$ cat src/rtl/pipe_hazard_ctrl_pkg.sv
// Shared types and constants for the pipeline hazard controller.
package pipe_hazard_ctrl_pkg;

  typedef logic [4:0]  reg_addr_t;
  typedef logic [31:0] inst_addr_t;
  typedef logic [6:0]  opcode_t;

  localparam opcode_t LOAD_OPCODE = 7'b0000011;

  typedef enum logic [1:0] {
    RUN       = 2'd0,
    DIV_WAIT  = 2'd1,
    JUMP_PEND = 2'd2
  } ctrl_state_e;

endpackage

$ cat src/rtl/pipe_hazard_ctrl_hazard_detect.sv
// Load-use compare between ID source registers and a load destination in EX.
// Latency: combinational; backpressure: none, the result is consumed by the controller.
module pipe_hazard_ctrl_hazard_detect
  import pipe_hazard_ctrl_pkg::*;
#(
  parameter opcode_t LOAD_OPC = LOAD_OPCODE
) (
  input  reg_addr_t id_rs1_addr,
  input  logic      id_rs1_re,
  input  reg_addr_t id_rs2_addr,
  input  logic      id_rs2_re,
  input  opcode_t   ex_opcode,
  input  reg_addr_t ex_rd_addr,
  input  logic      ex_we,
  output logic      lu_hazard
);

  logic load_wr;
  logic rs1_hit;
  logic rs2_hit;

  // x0 never carries a dependency, so a load targeting it cannot stall ID.
  assign load_wr   = (ex_opcode == LOAD_OPC) && ex_we && (ex_rd_addr != '0);
  assign rs1_hit   = id_rs1_re && (id_rs1_addr == ex_rd_addr);
  assign rs2_hit   = id_rs2_re && (id_rs2_addr == ex_rd_addr);
  assign lu_hazard = load_wr && (rs1_hit || rs2_hit);

endmodule

$ cat src/rtl/pipe_hazard_ctrl.sv
// Central stall/flush/redirect controller with divide and fetch-wait sequencing.
// Latency: control outputs are combinational (0 cycles); backpressure: ibus_wait_i holds PC, divider holds pipe until done.
module pipe_hazard_ctrl
  import pipe_hazard_ctrl_pkg::*;
#(
  parameter int      CNT_W    = 32,
  parameter opcode_t LOAD_OPC = LOAD_OPCODE
) (
  input  logic             clk,
  input  logic             rst_n,
  input  reg_addr_t        id_rs1_addr_i,
  input  logic             id_rs1_re_i,
  input  reg_addr_t        id_rs2_addr_i,
  input  logic             id_rs2_re_i,
  input  opcode_t          ex_opcode_i,
  input  reg_addr_t        ex_rd_addr_i,
  input  logic             ex_we_i,
  input  logic             ex_jump_i,
  input  inst_addr_t       ex_jump_addr_i,
  input  logic             ex_div_start_i,
  input  logic             div_done_i,
  input  logic             ibus_wait_i,
  output logic             pc_hold_o,
  output logic             if_id_hold_o,
  output logic             if_id_flush_o,
  output logic             id_ex_bubble_o,
  output logic             jump_flag_o,
  output inst_addr_t       jump_addr_o,
  output logic [1:0]       state_o,
  output logic [CNT_W-1:0] stall_cnt_o,
  output logic [CNT_W-1:0] flush_cnt_o
);

  ctrl_state_e      state_q;
  ctrl_state_e      state_nxt;
  inst_addr_t       pend_addr_q;
  logic             pend_load;
  logic             lu_hazard;
  logic [CNT_W-1:0] stall_cnt_q;
  logic [CNT_W-1:0] flush_cnt_q;

  pipe_hazard_ctrl_hazard_detect #(
    .LOAD_OPC (LOAD_OPC)
  ) u_hazard_detect (
    .id_rs1_addr (id_rs1_addr_i),
    .id_rs1_re   (id_rs1_re_i),
    .id_rs2_addr (id_rs2_addr_i),
    .id_rs2_re   (id_rs2_re_i),
    .ex_opcode   (ex_opcode_i),
    .ex_rd_addr  (ex_rd_addr_i),
    .ex_we       (ex_we_i),
    .lu_hazard   (lu_hazard)
  );

  always_comb begin
    pc_hold_o      = 1'b0;
    if_id_hold_o   = 1'b0;
    if_id_flush_o  = 1'b0;
    id_ex_bubble_o = 1'b0;
    jump_flag_o    = 1'b0;
    jump_addr_o    = '0;
    pend_load      = 1'b0;
    state_nxt      = state_q;
    unique case (state_q)
      RUN: begin
        if (ex_jump_i) begin
          if_id_flush_o  = 1'b1;
          id_ex_bubble_o = 1'b1;
          if (!ibus_wait_i) begin
            jump_flag_o = 1'b1;
            jump_addr_o = ex_jump_addr_i;
          end else begin
            // Fetch cannot accept the redirect yet; park the target.
            pend_load = 1'b1;
            state_nxt = JUMP_PEND;
          end
        end else if (ex_div_start_i) begin
          pc_hold_o      = 1'b1;
          if_id_hold_o   = 1'b1;
          id_ex_bubble_o = 1'b1;
          state_nxt      = DIV_WAIT;
        end else if (lu_hazard) begin
          pc_hold_o      = 1'b1;
          if_id_hold_o   = 1'b1;
          id_ex_bubble_o = 1'b1;
        end else if (ibus_wait_i) begin
          pc_hold_o     = 1'b1;
          if_id_flush_o = 1'b1;
        end
      end
      DIV_WAIT: begin
        if (div_done_i) begin
          state_nxt = RUN;
        end else begin
          pc_hold_o      = 1'b1;
          if_id_hold_o   = 1'b1;
          id_ex_bubble_o = 1'b1;
        end
      end
      JUMP_PEND: begin
        if (ibus_wait_i) begin
          pc_hold_o      = 1'b1;
          if_id_flush_o  = 1'b1;
          id_ex_bubble_o = 1'b1;
        end else begin
          jump_flag_o = 1'b1;
          jump_addr_o = pend_addr_q;
          state_nxt   = RUN;
        end
      end
      default: state_nxt = RUN;
    endcase
  end

  always_ff @(posedge clk or negedge rst_n) begin
    if (!rst_n) begin
      state_q     <= RUN;
      pend_addr_q <= '0;
    end else begin
      state_q <= state_nxt;
      if (pend_load) begin
        pend_addr_q <= ex_jump_addr_i;
      end
    end
  end

  always_ff @(posedge clk or negedge rst_n) begin
    if (!rst_n) begin
      stall_cnt_q <= '0;
      flush_cnt_q <= '0;
    end else begin
      if (pc_hold_o) begin
        stall_cnt_q <= stall_cnt_q + CNT_W'(1);
      end
      if (jump_flag_o) begin
        flush_cnt_q <= flush_cnt_q + CNT_W'(1);
      end
    end
  end

  assign state_o     = state_q;
  assign stall_cnt_o = stall_cnt_q;
  assign flush_cnt_o = flush_cnt_q;

endmodule

$ cat config.mk
export PLATFORM = sky130hd
export DESIGN_NAME = pipe_hazard_ctrl
export DESIGN_NICKNAME = d
export VERILOG_FILES = /design/src/rtl/pipe_hazard_ctrl_pkg.sv /design/src/rtl/pipe_hazard_ctrl_hazard_detect.sv /design/src/rtl/pipe_hazard_ctrl.sv
export SDC_FILE = /design/constraint.sdc
export NUM_CORES = 1
export LEC_CHECK = 0
export BUFFER_PORTS_ARGS = -buffer_cell sky130_fd_sc_hd__buf_2
export CORE_MARGIN = 4
export CORE_UTILIZATION = 45
export DETAILED_ROUTE_END_ITERATION = 12
export PLACE_DENSITY = 0.76
export SLEW_MARGIN = 20
export SYNTH_ARGS = -nofsm -noshare
export SYNTH_HDL_FRONTEND = slang
export SYNTH_SLANG_ARGS = --single-unit
$ cat constraint.sdc
create_clock -name clk -period 4.4 [get_ports clk]
set_clock_uncertainty 0.15 [all_clocks]
set_input_delay 0.88 -clock clk [delete_from_list [all_inputs] [get_ports clk]]
set_output_delay 0.88 -clock clk [all_outputs]
set_load 0.005 [all_outputs]
==> impl_metrics.ini <==
[sta]
period_share = 0.7552
setup_viol = 0
max_freq_ghz = 0.3010
hold_violations = 0
relSlewSlack = 0.4554
finalCriticalPeriod_ps = 3323
worst_pin_slew_ps = 814.6
setup_tns_ps = 0
rsz0062_at_grt = no
drv_slew = 0

[critical_path]
rrSetupSlack_ps = 1990
required_ps = 3370
reg2reg_to = flush_cnt_o[23]$_DFFE_PN0P_
r2r_cells = 6
critPathLaunchType = input pin
worstSetupEndpointType = primary output
cp.arrival_ps = 2290
path_class = input pin to primary output
path_max_fanout = 31
reg2reg_from = state_o[0]$_DFFE_PN0P_

[synthesis]
syn_nets = 489
ys_types = 34
syn_area_mm2 = 0.004892
synth_top_area_cell = dfrtp_1
synthCells = 424
ys_ff_latch = 98
ys_seq_area_frac = 0.5013
async_flop_share = 1.000
yosys-top-cells-area = dfrtp_1 (50%), mux2_2 (7.8%), xnor2_1 (7.5%)
avgSynthCellArea_um2 = 11.54
synth_edf_count = 0
yosys_warnings = 0
synth_flop_cell = dfrtp_1
yosysTopAreaCellShare = 0.5013

[final_layout]
design_area_mm2 = 0.006080
syn_to_final_growth_pct = 24.27
diodes = 0
nets = 653
drive_gt1_frac = 0.4105

[global_route]
antenna_found_initial = 0
grt_max_degree = 36
grt_pass1_vias = 3956
overflow = 0
grt_pass1_wl_um = 19540
grt.total_usage = 0.1867

[routing]
wl_met1_um = 5371
post-route-drc-count = 0
drt_wl_total_um = 11850
drt-initial-drc-count = 164
wl_per_cell_um = 16.28
top_layer = met4
via_per_inst = 5.359
wl_met3_um = 796
dr_wl_met2_um = 5455
ant_nets = 0
vias = 3901
drtPass1Iterations = 4

[placement]
dpl-instance-area_mm2 = 0.005877
io_buffer_count = 165
dp.final_hpwl_um = 8919
gp_congestion = 0.8392

[floorplan]
io_pins = 166
rows = 37
die_x_um = 112.3
die_h_um = 112.3
dieArea_mm2 = 0.01260
core_mm2 = 0.01046
initial_core_util = 0.4676

[run_status]
status = finished, final reports clean

[clocking]
cts_made_buffers = 9
clock_sinks = 98
worst_setup_hold_path_clk_slew_ps = 100
postCtsSetupRepairBufs = 0
cts-hold-fix-buffers = 0
cts_tree = done
clk_latency_ps = 350
cts-htree-levels = 3
clock_path_buffers = 2
cts_resized = 0
root_buffer = clkbuf_8

[pwr]
power_density_mw_per_mm2 = 371.5
leakage_nw = 2.989
peakVddDrop_v = 0.0003144

[hold_path]
hold_class = input pin to asynchronous set/reset pin

[flow_run]
cap_violations = 0
## final cells by class
cell class / count / area, um^2
timing repair buffer: 172 / 880.8
multi-input combinational: 294 / 2325
inverter: 13 / 48.80
clock inverter: 4 / 51.30
clock buffer: 11 / 151.4
tap: 136 / 170.2
fill: 878 / 4383
sequential: 98 / 2452
## kinds of logic (layout without fill, tap and decap cells)
group | Yosys count | count (layout) | share of synthesized area
buf+inv | 32 | 200 | 0.02583
fa+ha+maj | 2 | 2 | 0.005114
flops | 98 | 98 | 0.5013
xor+xnor | 72 | 72 | 0.1289
simple gates | 113 | 113 | 0.1225
mux | 34 | 34 | 0.07826
compound gates | 73 | 73 | 0.1381
## synth_stat cells (3+ instances only)
master,number
and3_1,5
clkbuf_1,14
nor3_1,6
inv_1,13
a211oi_1,14
xor2_1,30
buf_2,5
dfrtp_1,98
xnor2_1,42
mux2_2,34
and4_1,3
a22o_1,32
a2111oi_2,12
nand2b_1,4
nor4_1,3
nor2_1,18
a21oi_1,8
nand4_1,16
nand3_1,18
nand2_1,30
## routing by layer
| layer | GRT usage | up-vias |
|---|---|---|
| met4 | 0.06010 | 0 |
| met3 | 0.03881 | 19 |
| met5 | 0 | - |
| met1 | 0.2511 | 1873 |
| met2 | 0.3035 | 147 |
| li1 | - | 1862 |
## registers in the layout, summed over array words and instances (netlist names)
| register | count |
|---|---|
| state_o | 2 |
| flush_cnt_o | 32 |
| pend_addr_q | 32 |
| stall_cnt_o | 32 |
## how the worst max path moves through the flow
stage | from | end | slack [ps] | cells past startpoint
after floorplan | ibus_wait_i | jump_addr_o[0] | 1430 | 5
after global placement | ex_opcode_i[3] | pc_hold_o | 1150 | 8
after detailed placement | ex_opcode_i[3] | pc_hold_o | 1080 | 8
after CTS | ex_opcode_i[3] | pc_hold_o | 1070 | 8
after global routing | ex_opcode_i[3] | pc_hold_o | 950 | 8
final | ex_opcode_i[3] | pc_hold_o | 1080 | 8
## power breakdown
| group | internal, mW | switching (mW) | leakage, nW |
|---|---|---|---|
| clock | 0.291 | 0.302 | 0.101 |
| sequential | 1.04 | 0.121 | 1.22 |
| combinational | 0.241 | 0.263 | 1.67 |
| total | 1.57 | 0.686 | 2.99 |
## stage by stage
stage / setup WS [ps] / power (mW) / hold slack, ps / std cells / utilization
5_1_grt: 946.0 / 2.396 / 279.8 / 728 / 0.5811
4_1_cts: 1069 / 2.291 / 276.5 / 728 / 0.5811
3_5_place_dp: 1084 / 1.689 / 307.8 / 713 / 0.5617
2_1_floorplan: 1433 / 1.449 / 314.7 / 424 / -
3_3_place_gp: 1149 / 1.662 / 305.3 / 713 / 0.5617
6_report: 1077 / 2.259 / 284.4 / 728 / 0.5811
## placed cells by master, fill, tap and decap left out, drive strengths merged, types with 3 or more instances in the layout
| cell type | n |
|---|---|
| buf | 172 |
| dfrtp | 98 |
| xnor2 | 42 |
| mux2 | 34 |
| a22o | 32 |
| nand2 | 30 |
| xor2 | 30 |
| nor2 | 19 |
| nand3 | 18 |
| nand4 | 18 |
| a211oi | 14 |
| a2111oi | 14 |
| inv | 13 |
| clkbuf | 11 |
| a21oi | 8 |
| nor3 | 6 |
| and3 | 5 |
| nand2b | 4 |
| nor4 | 4 |
| and4 | 3 |
## worst max-delay path, cell delays in order
cell and delay, ps:
buf_2 90, nor4b_1 280, nand4_1 130, a21oi_1 200, nand4_1 120, buf_4 280
nand2_1 170, buf_2 130
Note: power is estimated with default switching activity, not from simulation.
